===== src/rtl/key_cmd_parser.sv =====
// Purpose : turns decoded key strobes into control pulses/toggles and assembles
//           4-digit MM:SS entries (after ESC or '@') into BCD load requests.
// Latency : 1 cycle from a sampled charDataValid to every registered output.
// Backpressure: none; a character may arrive on every cycle.
//
// Ports: clk/rst_n (sync active-low); charData/charDataValid plus decoder
// strobes det_*; outputs ld_time/ld_alarm/time_bcd load interface,
// alarm_en/led_mode levels, start/stop/led_sel/err pulses,
// entry_busy and dig_cnt status.
module key_cmd_parser #(
    parameter logic [23:0] TIMEOUT_CYC = 24'd12_000_000
) (
    input  logic        clk,
    input  logic        rst_n,
    input  logic [7:0]  charData,
    input  logic        charDataValid,
    input  logic        det_esc,
    input  logic        det_num,
    input  logic        det_num0to5,
    input  logic        det_cr,
    input  logic        det_atSign,
    input  logic        det_A,
    input  logic        det_L,
    input  logic        det_N,
    input  logic        det_S,
    output logic        ld_time,
    output logic        ld_alarm,
    output logic [15:0] time_bcd,
    output logic        alarm_en,
    output logic        led_mode,
    output logic        start_pulse,
    output logic        stop_pulse,
    output logic        led_sel_pulse,
    output logic        err_pulse,
    output logic        entry_busy,
    output logic [2:0]  dig_cnt
);

    typedef enum logic {IDLE, ENTRY} state_t;

    state_t      state_q, state_d;
    logic        tgt_alarm_q, tgt_alarm_d;   // 1: entry targets the alarm register
    logic [11:0] shreg_q, shreg_d;           // first three digits of the entry
    logic [23:0] tmo_q, tmo_d;
    logic [2:0]  dig_cnt_d;
    logic [15:0] time_bcd_d;
    logic        alarm_en_d, led_mode_d;
    logic        ld_time_d, ld_alarm_d, start_d, stop_d, led_sel_d, err_d;
    logic        digit_ok;
    logic        char_hi_unused;

    assign char_hi_unused = ^charData[7:4];

    // Tens positions (M1, S1) only accept 0..5; units positions accept 0..9.
    assign digit_ok = dig_cnt[0] ? det_num : det_num0to5;

    always_comb begin
        state_d     = state_q;
        tgt_alarm_d = tgt_alarm_q;
        shreg_d     = shreg_q;
        tmo_d       = tmo_q;
        dig_cnt_d   = dig_cnt;
        time_bcd_d  = time_bcd;
        alarm_en_d  = alarm_en;
        led_mode_d  = led_mode;
        ld_time_d   = 1'b0;
        ld_alarm_d  = 1'b0;
        start_d     = 1'b0;
        stop_d      = 1'b0;
        led_sel_d   = 1'b0;
        err_d       = 1'b0;

        case (state_q)
            IDLE: begin
                if (det_esc || det_atSign) begin
                    state_d     = ENTRY;
                    tgt_alarm_d = det_atSign;
                    shreg_d     = 12'h000;
                    tmo_d       = 24'd0;
                    dig_cnt_d   = 3'd0;
                end else if (det_A) begin
                    alarm_en_d = ~alarm_en;
                end else if (det_L) begin
                    led_mode_d = ~led_mode;
                end else if (det_S) begin
                    start_d = 1'b1;
                end else if (det_cr) begin
                    stop_d = 1'b1;
                end else if (det_N) begin
                    led_sel_d = 1'b1;
                end
            end
            ENTRY: begin
                if (charDataValid) begin
                    tmo_d = 24'd0;
                    if (det_esc || det_atSign) begin
                        // Restart the entry, possibly switching target.
                        tgt_alarm_d = det_atSign;
                        shreg_d     = 12'h000;
                        dig_cnt_d   = 3'd0;
                    end else if (det_cr) begin
                        state_d   = IDLE;
                        dig_cnt_d = 3'd0;
                    end else if (digit_ok) begin
                        if (dig_cnt == 3'd3) begin
                            time_bcd_d = {shreg_q, charData[3:0]};
                            ld_time_d  = ~tgt_alarm_q;
                            ld_alarm_d = tgt_alarm_q;
                            state_d    = IDLE;
                            dig_cnt_d  = 3'd0;
                        end else begin
                            shreg_d   = {shreg_q[7:0], charData[3:0]};
                            dig_cnt_d = dig_cnt + 3'd1;
                        end
                    end else begin
                        // Bad digit or any other key (commands are not run here).
                        err_d     = 1'b1;
                        state_d   = IDLE;
                        dig_cnt_d = 3'd0;
                    end
                end else if (TIMEOUT_CYC != 24'd0) begin
                    if (tmo_q == TIMEOUT_CYC - 24'd1) begin
                        err_d     = 1'b1;
                        state_d   = IDLE;
                        dig_cnt_d = 3'd0;
                    end else begin
                        tmo_d = tmo_q + 24'd1;
                    end
                end
            end
            default: begin
                state_d   = IDLE;
                dig_cnt_d = 3'd0;
            end
        endcase
    end

    always_ff @(posedge clk) begin
        if (!rst_n) begin
            state_q       <= IDLE;
            tgt_alarm_q   <= 1'b0;
            shreg_q       <= 12'h000;
            tmo_q         <= 24'd0;
            dig_cnt       <= 3'd0;
            time_bcd      <= 16'h0000;
            alarm_en      <= 1'b0;
            led_mode      <= 1'b0;
            ld_time       <= 1'b0;
            ld_alarm      <= 1'b0;
            start_pulse   <= 1'b0;
            stop_pulse    <= 1'b0;
            led_sel_pulse <= 1'b0;
            err_pulse     <= 1'b0;
        end else begin
            state_q       <= state_d;
            tgt_alarm_q   <= tgt_alarm_d;
            shreg_q       <= shreg_d;
            tmo_q         <= tmo_d;
            dig_cnt       <= dig_cnt_d;
            time_bcd      <= time_bcd_d;
            alarm_en      <= alarm_en_d;
            led_mode      <= led_mode_d;
            ld_time       <= ld_time_d;
            ld_alarm      <= ld_alarm_d;
            start_pulse   <= start_d;
            stop_pulse    <= stop_d;
            led_sel_pulse <= led_sel_d;
            err_pulse     <= err_d;
        end
    end

    // The state register is itself a flop, so this level is registered.
    assign entry_busy = (state_q == ENTRY);

endmodule


===== config.mk =====
export PLATFORM = sky130hd
export DESIGN_NAME = key_cmd_parser
export DESIGN_NICKNAME = d
export VERILOG_FILES = /design/src/rtl/key_cmd_parser.sv
export SDC_FILE = /design/constraint.sdc
export NUM_CORES = 1
export LEC_CHECK = 0
export BUFFER_PORTS_ARGS = -buffer_cell sky130_fd_sc_hd__buf_2
export CAP_MARGIN = 10
export CORE_MARGIN = 3
export CORE_UTILIZATION = 59
export CTS_BUF_LIST = sky130_fd_sc_hd__clkbuf_16
export CTS_CLUSTER_DIAMETER = 150
export CTS_CLUSTER_SIZE = 12
export DETAILED_ROUTE_END_ITERATION = 7
export GPL_TIMING_DRIVEN = 0
export PLACE_DENSITY_LB_ADDON = 0.1
export SYNTH_ARGS = -nofsm -noshare
export SYNTH_HDL_FRONTEND = slang
export SYNTH_SLANG_ARGS = --single-unit

===== constraint.sdc =====
create_clock -name clk -period 3.17 [get_ports clk]
set_input_delay 0.1585 -clock clk [delete_from_list [all_inputs] [get_ports clk]]
set_output_delay 0.1585 -clock clk [all_outputs]
set_load 0.02 [all_outputs]

==> results of run 1 <==
-- final cells by class --
class / instances / share of cell area [%]
Buffer: 15 / 2.12
Clock inverter: 7 / 3.33
Clock buffer: 9 / 6.81
Sequential cell: 65 / 39.4
Multi-Input combinational cell: 220 / 39.1
Timing Repair Buffer: 43 / 6.51
Tap cell: 50 / 1.89
Inverter: 8 / 0.908
-- cell families (layout without fill, tap and decap cells) --
group | Yosys count | in the layout | synth area share, %
adders and majority gates | 2 | 2 | 0.929
muxes | 3 | 3 | 1.25
xor gates and xnor gates | 14 | 14 | 4.55
AOI/OAI and AO/OA | 59 | 59 | 14.2
and+or+nand+nor | 142 | 142 | 27.0
buffers and inverters | 23 | 82 | 3.72
DFF | 65 | 65 | 48.3
-- layer usage --
metal	GRT usage (%)	wire length [um]
met4	9.66	82
met1	35.0	2970
met5	0	0
met2	34.7	2610
met3	7.25	481
-- synthesized netlist by cell type (2+ instances only) --
master                     count
sky130_fd_sc_hd__a31oi_1       5
sky130_fd_sc_hd__nand4b_1      4
sky130_fd_sc_hd__buf_2         5
sky130_fd_sc_hd__nand2b_1      3
sky130_fd_sc_hd__mux2_2        3
sky130_fd_sc_hd__inv_1         7
sky130_fd_sc_hd__a21o_1        2
sky130_fd_sc_hd__nor3_1        9
sky130_fd_sc_hd__nor4_1        2
sky130_fd_sc_hd__nor4b_2       2
sky130_fd_sc_hd__a21oi_1      24
sky130_fd_sc_hd__a31o_2        3
sky130_fd_sc_hd__a22o_1       11
sky130_fd_sc_hd__nor2b_1       2
sky130_fd_sc_hd__ha_1          2
sky130_fd_sc_hd__xnor2_1      10
sky130_fd_sc_hd__o21ai_0       7
sky130_fd_sc_hd__and2_1        3
sky130_fd_sc_hd__nand4_1      11
sky130_fd_sc_hd__clkbuf_1      8
sky130_fd_sc_hd__nand3_1       6
sky130_fd_sc_hd__nor3b_1       2
sky130_fd_sc_hd__xor2_1        4
sky130_fd_sc_hd__dfxtp_1      65
sky130_fd_sc_hd__nand2_1      50
sky130_fd_sc_hd__o22ai_1       2
sky130_fd_sc_hd__nor2_1       30
sky130_fd_sc_hd__or3_1         5
sky130_fd_sc_hd__and3_1        5
-- final timing paths --
check | end | cells past startpoint | start
setup / recovery | tmo_q[7] | 6 | tmo_q[0]
hold / removal | led_sel_pulse | 2 | det_S
setup reg to reg | tmo_q[7] | 6 | tmo_q[0]
hold reg to reg | time_bcd[1] | 2 | time_bcd[1]
-- registers in the layout (all words and copies together) (netlist names) --
signal / count
led_mode: 1
start_pulse: 1
ld_time: 1
alarm_en: 1
tgt_alarm_q: 1
shreg_q: 12
dig_cnt: 3
tmo_q: 24
led_sel_pulse: 1
err_pulse: 1
time_bcd: 16
ld_alarm: 1
stop_pulse: 1
entry_busy: 1
-- power by group through the flow --
stage | Combinational (mW) | Clock (mW) | Sequential (mW)
finish | 0.0732 | 1.10 | 0.827
global route | 0.0799 | 1.15 | 0.827
CTS | 0.0722 | 1.11 | 0.827
detailed placement | 0.0705 | 0 | 0.844
global placement | 0.0698 | 0 | 0.843
floorplan | 0.0391 | 0 | 0.846
-- placed cells by master, fill, tap and decap left out, types with 6 or more instances in the layout --
cell                        instances
sky130_fd_sc_hd__nor3_1             9
sky130_fd_sc_hd__xnor2_1           10
sky130_fd_sc_hd__o21ai_0            7
sky130_fd_sc_hd__clkbuf_16          9
sky130_fd_sc_hd__clkbuf_1           8
sky130_fd_sc_hd__buf_2             48
sky130_fd_sc_hd__nand3_1            6
sky130_fd_sc_hd__inv_1              8
sky130_fd_sc_hd__nor2_1            30
sky130_fd_sc_hd__a21oi_1           24
sky130_fd_sc_hd__nand2_1           50
sky130_fd_sc_hd__a22o_1            11
sky130_fd_sc_hd__dfxtp_1           65
sky130_fd_sc_hd__nand4_1           11
-- critical path: cells and delay by family (launching register included) --
kind,cells,cell delay (ns)
simple gates,4,0.96
mux,1,0.35
flops,1,0.37
fa+ha+maj,1,0.30
-- through the flow --
step / hold WS, ns / worst slack, ns / instance area, um^2 / utilization (%)
final: 0.0292 / 1.07 / 3310 / 78.7
after global routing: 0.0271 / 0.914 / 3310 / 78.7
after CTS: 0.0219 / 1.09 / 3310 / 78.7
after detailed placement: 0.365 / 1.14 / 2970 / 70.7
after global placement: 0.362 / 1.17 / 2970 / 70.7
after floorplan: 0.229 / 1.44 / 2690 / -
==> results.yml, run 1 <==
run_status:
  run_status: "finished clean"
final_layout:
  combined_area_of_the_multi_input_logic_cells_mm2: 0.00129
  nFillCells: 293
  area_growth_from_synthesis_to_layout_pct: 22.8
  register_area_mm2: 0.00130
  number_of_standard_cells_in_the_layout_taps_in_and_fillers_out: 417
  design.final.nets: 384
  share_of_post_route_cells_with_drive_strength_above_1_pct: 21.3
  antenna_cells_inserted: 0
synthesis:
  ys_async_sr_fraction_pct: 0
  postSynthRegisterBits: 65
  mappedNetlistNets: 330
  syn-instance-count: 308
  synth_area_leaders: "sky130_fd_sc_hd__dfxtp_1, sky130_fd_sc_hd__nand2_1, sky130_fd_sc_hd__a21oi_1"
  synthFlopType: "sky130_fd_sc_hd__dfxtp_1"
  yosys_warnings: 0
  proportion_of_netlist_area_held_by_the_largest_area_contributor_pct: 48.3
  synth-edff-count: 0
  syn_avg_cell_area_um2: 8.74
  synth_top_cell_by_area: "sky130_fd_sc_hd__dfxtp_1"
  synth_seq_area_share_pct: 48.3
  yosysUniqueCellTypes: 45
  synth.cell_area_mm2: 0.00269
place:
  port-buffer-count: 43
  dp_hpwl_um: 4110
  globalplace.congestion: 0.801
  post-place-cells: 401
hold_path:
  min_path_type: "input port to flop"
setup_path:
  critical_path.startpoint_type: "flop"
  worst_ep_required_time_ns: 3.38
  cpMaxStageDelayCell: "sky130_fd_sc_hd__dfxtp_1"
  setup.worst_path.class: "flop to flop"
  critical_path.cell_chain: "ha_1, nand3_1, nor2_1, nand4_1, nand4_1, mux2_2"
  critical_path.endpoint_type: "flop"
  cp.arrival_ns: 2.31
  slack_of_the_worst_reg_to_reg_path_ns: 1.07
  critical_path.max_fanout: 7
  critical_path.max_stage_delay_ns: 0.37
  worst_path_most_repeated_cell: "sky130_fd_sc_hd__nand4_1"
routing:
  ant_nets: 0
  avgViaCountPerCell: 5.74
  detailedRoute.firstPassIterationCount: 4
  route.detailed.wl_per_inst_um: 14.7
  dr.first_iter.drc_count: 229
  drc_errors: 0
  vias: 2393
  drt_wl_total_um: 6140
timing:
  final.period_utilization_pct: 66.1
  hold_viol: 0
  tns_ns: 0
  fin_crit_ns: 2.10
  unrepaired_setup_endpoints_after_global_routing: "false"
  relSlewSlack_pct: 56.9
  slew_viol_final: 0
  report.final.setup_viol: 0
  fin_worst_skew_ns: 0.00623
  max_freq_mhz: 477
  tightestPinTransition_ns: 0.641
global_routing:
  grt_use_total_pct: 24.6
  grt-ovfl-total: 0
  antenna_found_initial: 0
  vias_in_the_first_global_route: 2187
  grt_max_degree: 12
  grt_pass1_wl_um: 10200
cts:
  post_cts_hold_buffer_count: 0
  clock_sink_count: 65
  htreeDepth: 3
  post-cts-setup-buffers: 0
  clk_root_buffer_cell: "sky130_fd_sc_hd__clkbuf_16"
  cts_tree: "yes"
  cts_inserted_buffers: 9
  cts-root-to-sink-buffers: 2
  worst_skew_pair.late_latency_ns: 0.33
  cts_repair_resize_count: 0
  worst_setup_hold_path_clk_slew_ns: 0.05
die:
  core_area_mm2: 0.00420
  placement_rows: 23
  initial_utilization_pct: 64.1
  die_area_mm2: 0.00541
  die-height_um: 73.6
  die_w_um: 73.6
  top_level_ports: 48
power:
  power_switching_mw: 0.398
  irDropWorstVdd_mv: 0.496
  leakage_power_figure_nw: 1.26
  seq_power_share_pct: 41.2
  cellPowerDensity_mw_per_mm2: 606
  sw_frac_of_total_pct: 19.9
  clockPowerShare_pct: 55.1
  internal_power_of_the_cells_mw: 1.61
  combinationalPowerShare_pct: 3.7
  fin_total_pwr_mw: 2.00
job:
  maxcap_violations: 0
Note: power is estimated with default switching activity, not from simulation.
==> run 2, diff against run 1 <==
--- a/config.mk
+++ b/config.mk
@@ -8,7 +8,7 @@
 export BUFFER_PORTS_ARGS = -buffer_cell sky130_fd_sc_hd__buf_2
 export CAP_MARGIN = 10
 export CORE_MARGIN = 3
-export CORE_UTILIZATION = 59
+export CORE_UTILIZATION = 55
 export CTS_BUF_LIST = sky130_fd_sc_hd__clkbuf_16
 export CTS_CLUSTER_DIAMETER = 150
 export CTS_CLUSTER_SIZE = 12
==> constraint.sdc (replaced) <==
create_clock -name clk -period 2.1 [get_ports clk]
set_input_delay 0.105 -clock clk [delete_from_list [all_inputs] [get_ports clk]]
set_output_delay 0.105 -clock clk [all_outputs]
set_load 0.02 [all_outputs]
==> results.yml, run 2 (same netlist as run 1, synthesis figures left out) <==
timing:
  fin_crit_ns: 1.99
  report.final.setup_viol: 0
  tns_ns: 0
  max_freq_mhz: 503
  fin_worst_skew_ns: 0.00596
  tightestPinTransition_ns: 0.563
  final.period_utilization_pct: 94.8
  unrepaired_setup_endpoints_after_global_routing: "false"
  relSlewSlack_pct: 62.3
  slew_viol_final: 0
  whs_ns: 0.00538
  hold_viol: 0
cts:
  worst_skew_pair.late_latency_ns: 0.32
  htreeDepth: 3
  cts_inserted_buffers: 9
  worst_setup_hold_path_clk_slew_ns: 0.05
  clk_root_buffer_cell: "sky130_fd_sc_hd__clkbuf_16"
  cts_tree: "yes"
  clock_sink_count: 65
  cts-root-to-sink-buffers: 2
global_routing:
  grt_util_met3_pct: 7.33
  grt-ovfl-total: 0
  grt_max_degree: 11
  grt-busiest-layer: "met2"
  vias_in_the_first_global_route: 2170
  gr-usage-met2_pct: 33.2
  grt_pass1_wl_um: 10400
  antenna_found_initial: 0
  grt_use_total_pct: 22.1
  grt.met1_usage_pct: 30.7
routing:
  dr.first_iter.drc_count: 151
  vias: 2364
  detailedRoute.firstPassIterationCount: 4
  ant_nets: 0
  drt_wl_total_um: 5930
  avgViaCountPerCell: 5.42
  drc_errors: 0
  route.detailed.wl_per_inst_um: 13.6
setup_path:
  critical_path.max_fanout: 7
  cpMaxStageDelayCell: "sky130_fd_sc_hd__dfxtp_1"
  critical_path.cell_chain: "ha_2, nand3_1, nor2_1, nand4_1, nand4_1, mux2_2"
  critical_path.endpoint_type: "flop"
  critical_path.max_stage_delay_ns: 0.37
  cp.arrival_ns: 2.20
  setup.worst_path.class: "flop to flop"
  critPathTopFamily: "simple AND/OR/NAND/NOR gates"
  worst_ep_required_time_ns: 2.31
  critical_path.startpoint_type: "flop"
  worst_path_most_repeated_cell: "sky130_fd_sc_hd__nand4_1"
  worst-path-buf-inv: 0
die:
  core_area_mm2: 0.00453
  placement_rows: 24
  die_area_mm2: 0.00577
  die_w_um: 76.0
  die-height_um: 76.0
  top_level_ports: 48
  initial_utilization_pct: 59.4
power:
  sw_frac_of_total_pct: 21.0
  clockPowerShare_pct: 50.5
  leakage_power_figure_nw: 1.26
  internal_power_of_the_cells_mw: 2.18
  cellPowerDensity_mw_per_mm2: 829
  combinationalPowerShare_pct: 4.2
  irDropWorstVdd_mv: 0.592
  seq_power_share_pct: 45.3
  power_switching_mw: 0.578
  fin_total_pwr_mw: 2.76
final_layout:
  top_register: "tmo_q"
  layout_common_cells: "sky130_fd_sc_hd__dfxtp_1, sky130_fd_sc_hd__nand2_1, sky130_fd_sc_hd__buf_2"
  largest_register_ffs: 24
  most_common_library_cell_in_the_layout_ignoring_fill_and_taps: "sky130_fd_sc_hd__dfxtp_1"
  top_regs: "tmo_q x24, time_bcd x16, shreg_q x12"
  number_of_standard_cells_in_the_layout_taps_in_and_fillers_out: 436
  area_growth_from_synthesis_to_layout_pct: 23.4
  final_area_mm2: 0.00332
  antenna_cells_inserted: 0
  design.final.nets: 388
  share_of_post_route_cells_with_drive_strength_above_1_pct: 21.8
  nFillCells: 345
hold_path:
  min_path_type: "input port to flop"
run_status:
  run_status: "finished clean"
place:
  dp_hpwl_um: 4000
  port-buffer-count: 43
  post_dp_cell_area_mm2: 0.00299
  globalplace.congestion: 0.777
  post-place-cells: 416
job:
  maxcap_violations: 0
## run 2: cell types whose count changed in the layout (fill, tap and decap cells not counted), sizes merged
| cell | previous run | this run |
|---|---|---|
| dlygate4sd3 | 0 | 3 |
| clkinvlp | 1 | 0 |
| clkinv | 3 | 5 |
| bufinv | 3 | 1 |
| inv | 8 | 9 |
| buf | 50 | 51 |
## run 2: cell type report
type                    count  area [um^2]  area share [%]
inverters                   8         30.0           0.904
multi-input cells         220         1310            39.4
clock buffers               9          225            6.78
repair buffers             47          253            7.61
clock inverters             7         53.8            1.62
plain buffers              15         70.1            2.11
well taps                  65         81.3            2.45
flip-flops and latches     65         1300            39.2
## run 2: path summary, 6_finish.rpt
path | start | endpoint | slack (ns) | depth (start not counted)
worst max-delay path | tmo_q[0] | tmo_q[5] | 0.11 | 6
worst min-delay path | charData[0] | shreg_q[0] | 0.005 | 2
worst max register to register | tmo_q[0] | tmo_q[5] | 0.11 | 6
worst min register to register | time_bcd[6] | time_bcd[6] | 0.45 | 2
## run 2: power by group through the flow
stage	combinational [mW]	sequential [mW]	clock [mW]
after global placement	0.106	1.27	0
after floorplan	0.0591	1.28	0
after global routing	0.128	1.25	1.47
after detailed placement	0.106	1.27	0
final	0.115	1.25	1.39
after CTS	0.112	1.25	1.40
## run 2: metrics by stage
step                      utilization, %  worst slack (ns)
after floorplan                        -             0.375
after global placement              65.9            0.0903
after detailed placement            65.9            0.0601
after CTS                           72.7            0.0505
after global routing                73.3           0.00514
final                               73.3             0.110
## run 2: worst register-to-register path, stage by stage (launching register included)
cell and delay [ns]:
sky130_fd_sc_hd__dfxtp_1 0.37, sky130_fd_sc_hd__ha_2 0.26, sky130_fd_sc_hd__nand3_1 0.10, sky130_fd_sc_hd__nor2_1 0.27, sky130_fd_sc_hd__nand4_1 0.32, sky130_fd_sc_hd__nand4_1 0.21
sky130_fd_sc_hd__mux2_2 0.34
## run 2: repair_timing
item                       in CTS  in global routing
hold buffers                    3                  0
setup endpoints to repair       0                 22
hold endpoints to repair        3                  0
buffers inserted                0                  1
resized for setup               0                  5
## run 2: per-layer routing
layer  up-vias  wire length (um)
li1       1203                 -
met1      1093              2890
met2        63              2650
met3         5               331
met4         0                56
met5         -                 0
==> run 3, diff against run 2 <==
--- a/config.mk
+++ b/config.mk
@@ -5,16 +5,18 @@
 export SDC_FILE = /design/constraint.sdc
 export NUM_CORES = 1
 export LEC_CHECK = 0
+export ABC_AREA = 1
 export BUFFER_PORTS_ARGS = -buffer_cell sky130_fd_sc_hd__buf_2
 export CAP_MARGIN = 10
 export CORE_MARGIN = 3
-export CORE_UTILIZATION = 55
+export CORE_UTILIZATION = 57
 export CTS_BUF_LIST = sky130_fd_sc_hd__clkbuf_16
 export CTS_CLUSTER_DIAMETER = 150
 export CTS_CLUSTER_SIZE = 12
 export DETAILED_ROUTE_END_ITERATION = 7
 export GPL_TIMING_DRIVEN = 0
 export PLACE_DENSITY_LB_ADDON = 0.1
+export SKIP_LAST_GASP = 1
 export SYNTH_ARGS = -nofsm -noshare
 export SYNTH_HDL_FRONTEND = slang
 export SYNTH_SLANG_ARGS = --single-unit
==> results.yml, run 3 <==
run_status:
  run_status: "finished clean"
die:
  core_area_mm2: 0.00534
  die_w_um: 81.8
  initial_utilization_pct: 61.4
  die-height_um: 81.8
  placement_rows: 26
  top_level_ports: 48
  die_area_mm2: 0.00670
place:
  post-place-cells: 581
  place_worst_setup_slack_ns: 0.348
  globalplace.congestion: 0.911
  post_dp_cell_area_mm2: 0.00358
  dp_hpwl_um: 5880
  port-buffer-count: 43
cts:
  cts_inserted_buffers: 9
  worst_skew_pair.late_latency_ns: 0.33
  post_cts_hold_buffer_count: 0
  post-cts-setup-buffers: 0
  cts_repair_resize_count: 0
  cts-root-to-sink-buffers: 2
  cts_tree: "yes"
  clk_root_buffer_cell: "sky130_fd_sc_hd__clkbuf_16"
  htreeDepth: 3
  clock_sink_count: 65
  worst_setup_hold_path_clk_slew_ns: 0.06
synthesis:
  synthFlopType: "sky130_fd_sc_hd__dfxtp_1"
  mappedNetlistNets: 490
  syn_avg_cell_area_um2: 7.00
  ys_async_sr_fraction_pct: 0
  postSynthRegisterBits: 65
  synth_area_leaders: "sky130_fd_sc_hd__dfxtp_1, sky130_fd_sc_hd__nand2_1, sky130_fd_sc_hd__nor2_1"
  proportion_of_netlist_area_held_by_the_largest_area_contributor_pct: 39.7
  synth_top_cells_by_count: "sky130_fd_sc_hd__nand2_1, sky130_fd_sc_hd__dfxtp_1, sky130_fd_sc_hd__nor2_1, sky130_fd_sc_hd__inv_1, sky130_fd_sc_hd__nand3_1"
  synth_most_common_cell: "sky130_fd_sc_hd__nand2_1"
  yosysUniqueCellTypes: 33
  syn-instance-count: 468
  synth_top_cell_by_area: "sky130_fd_sc_hd__dfxtp_1"
  synth_seq_area_share_pct: 39.7
  synth-edff-count: 0
  synth.cell_area_mm2: 0.00328
  yosys_warnings: 0
final_layout:
  largest_register_ffs: 24
  area_growth_from_synthesis_to_layout_pct: 18.5
  most_common_library_cell_in_the_layout_ignoring_fill_and_taps: "sky130_fd_sc_hd__nand2_1"
  number_of_standard_cells_in_the_layout_taps_in_and_fillers_out: 597
  share_of_post_route_cells_with_drive_strength_above_1_pct: 20.3
  final_area_mm2: 0.00388
  top_regs: "tmo_q x24, time_bcd x16, shreg_q x12"
  nFillCells: 438
  antenna_cells_inserted: 0
  top_register: "tmo_q"
  design.final.nets: 544
  layout_common_cells: "sky130_fd_sc_hd__nand2_1, sky130_fd_sc_hd__nor2_1, sky130_fd_sc_hd__dfxtp_1"
  combined_area_of_the_multi_input_logic_cells_mm2: 0.00163
  register_area_mm2: 0.00130
global_routing:
  grt-busiest-layer: "met2"
  gr-usage-met2_pct: 42.0
  grt-ovfl-total: 0
  grt_util_met3_pct: 4.93
  grt.met1_usage_pct: 35.9
  antenna_found_initial: 0
  grt_max_degree: 14
  grt_use_total_pct: 26.5
  grt_pass1_wl_um: 13500
  vias_in_the_first_global_route: 2861
timing:
  slew_viol_final: 0
  report.final.setup_viol: 0
  max_freq_mhz: 559
  tns_ns: 0
  hold_viol: 0
  tightestPinTransition_ns: 0.724
  timing.final.ws_setup_ns: 0.311
  final.period_utilization_pct: 85.2
  fin_worst_skew_ns: 0.00529
  unrepaired_setup_endpoints_after_global_routing: "false"
  relSlewSlack_pct: 51.7
  fin_crit_ns: 1.79
routing:
  avgViaCountPerCell: 5.45
  drt_wl_total_um: 8280
  dr.first_iter.drc_count: 285
  vias: 3254
  detailedRoute.firstPassIterationCount: 5
  route.detailed.wl_per_inst_um: 13.9
  ant_nets: 0
  drc_errors: 0
setup_path:
  critical_path.cell_chain: "inv_2, nor2_2, nor2_4, nor2_1, inv_1, a21oi_1"
  critical_path.startpoint_type: "flop"
  worst-path-buf-inv: 2
  crit_cells: 6
  worst_ep_required_time_ns: 2.36
  timing.rr.start: "entry_busy"
  slack_of_the_worst_reg_to_reg_path_ns: 0.31
  setup.worst_path.class: "flop to flop"
  worstSetupEndpoint: "tmo_q[21]"
  critPathTopFamily: "simple AND/OR/NAND/NOR gates"
  critical_path.endpoint_type: "flop"
  critical_path.max_fanout: 9
  critical_path.max_stage_delay_ns: 0.44
  cp.arrival_ns: 2.05
  critical_path.startpoint: "entry_busy"
  timing.rr.end: "tmo_q[21]"
  cpMaxStageDelayCell: "sky130_fd_sc_hd__dfxtp_1"
  worst_r2r_path_depth: 6
power:
  cellPowerDensity_mw_per_mm2: 752
  irDropWorstVdd_mv: 0.582
  leakage_power_figure_nw: 1.57
job:
  maxcap_violations: 0
hold_path:
  min_path_type: "input port to flop"
==> run 3: worst min path at each step <==
| stage | start | to | slack (ns) | cells after the start |
|---|---|---|---|---|
| 2_1_floorplan | det_N | led_sel_pulse | 0.24 | 2 |
| 3_3_place_gp | det_N | led_sel_pulse | 0.35 | 3 |
| 3_5_place_dp | det_N | led_sel_pulse | 0.36 | 3 |
| 4_1_cts | det_N | led_sel_pulse | 0.02 | 3 |
| 5_1_grt | det_N | led_sel_pulse | 0.03 | 3 |
| 6_report | det_N | led_sel_pulse | 0.01 | 3 |
==> run 3: routing by layer <==
metal	routed length [um]	up-vias
met4	139	0
met5	0	-
li1	-	1621
met2	3810	121
met1	3780	1500
met3	548	12
==> run 3: layout make-up <==
cell class	instances	area share [%]
Sequential cell	65	33.5
Tap cell	70	2.25
Buffer	15	2.06
Inverter	71	6.99
Clock buffer	9	5.80
Timing Repair Buffer	43	5.54
Clock inverter	7	2.03
Multi-Input combinational cell	317	41.8
==> run 3: worst min-delay path, delay by kind of cell <==
family | cells | cell delay, ns
buffers and inverters | 1 | 0.10
AND/OR/NAND/NOR | 2 | 0.10
==> run 3: through the flow <==
stage / util (%) / total power [mW] / hold slack, ns
after floorplan: - / 1.37 / 0.236
after global placement: 67.1 / 1.43 / 0.350
after detailed placement: 67.1 / 1.43 / 0.363
after CTS: 72.8 / 2.93 / 0.0185
after global routing: 72.8 / 3.00 / 0.0251
final: 72.8 / 2.92 / 0.0139
==> run 3: cell families after synthesis <==
logic type	Yosys count	synth area share [%]
simple gates	246	33.7
buf+inv	86	10.7
compound gates	67	14.6
flops	65	39.7
xor+xnor	2	0.534
fa+ha+maj	2	0.763
==> run 3: power breakdown <==
group          leakage (nW)  switching (mW)  total (mW)  internal [mW]
sequential            0.524         0.00818        1.25           1.24
combinational         0.897           0.115       0.156         0.0414
clock                 0.150           0.585        1.52          0.930
total                  1.57           0.708        2.92           2.21
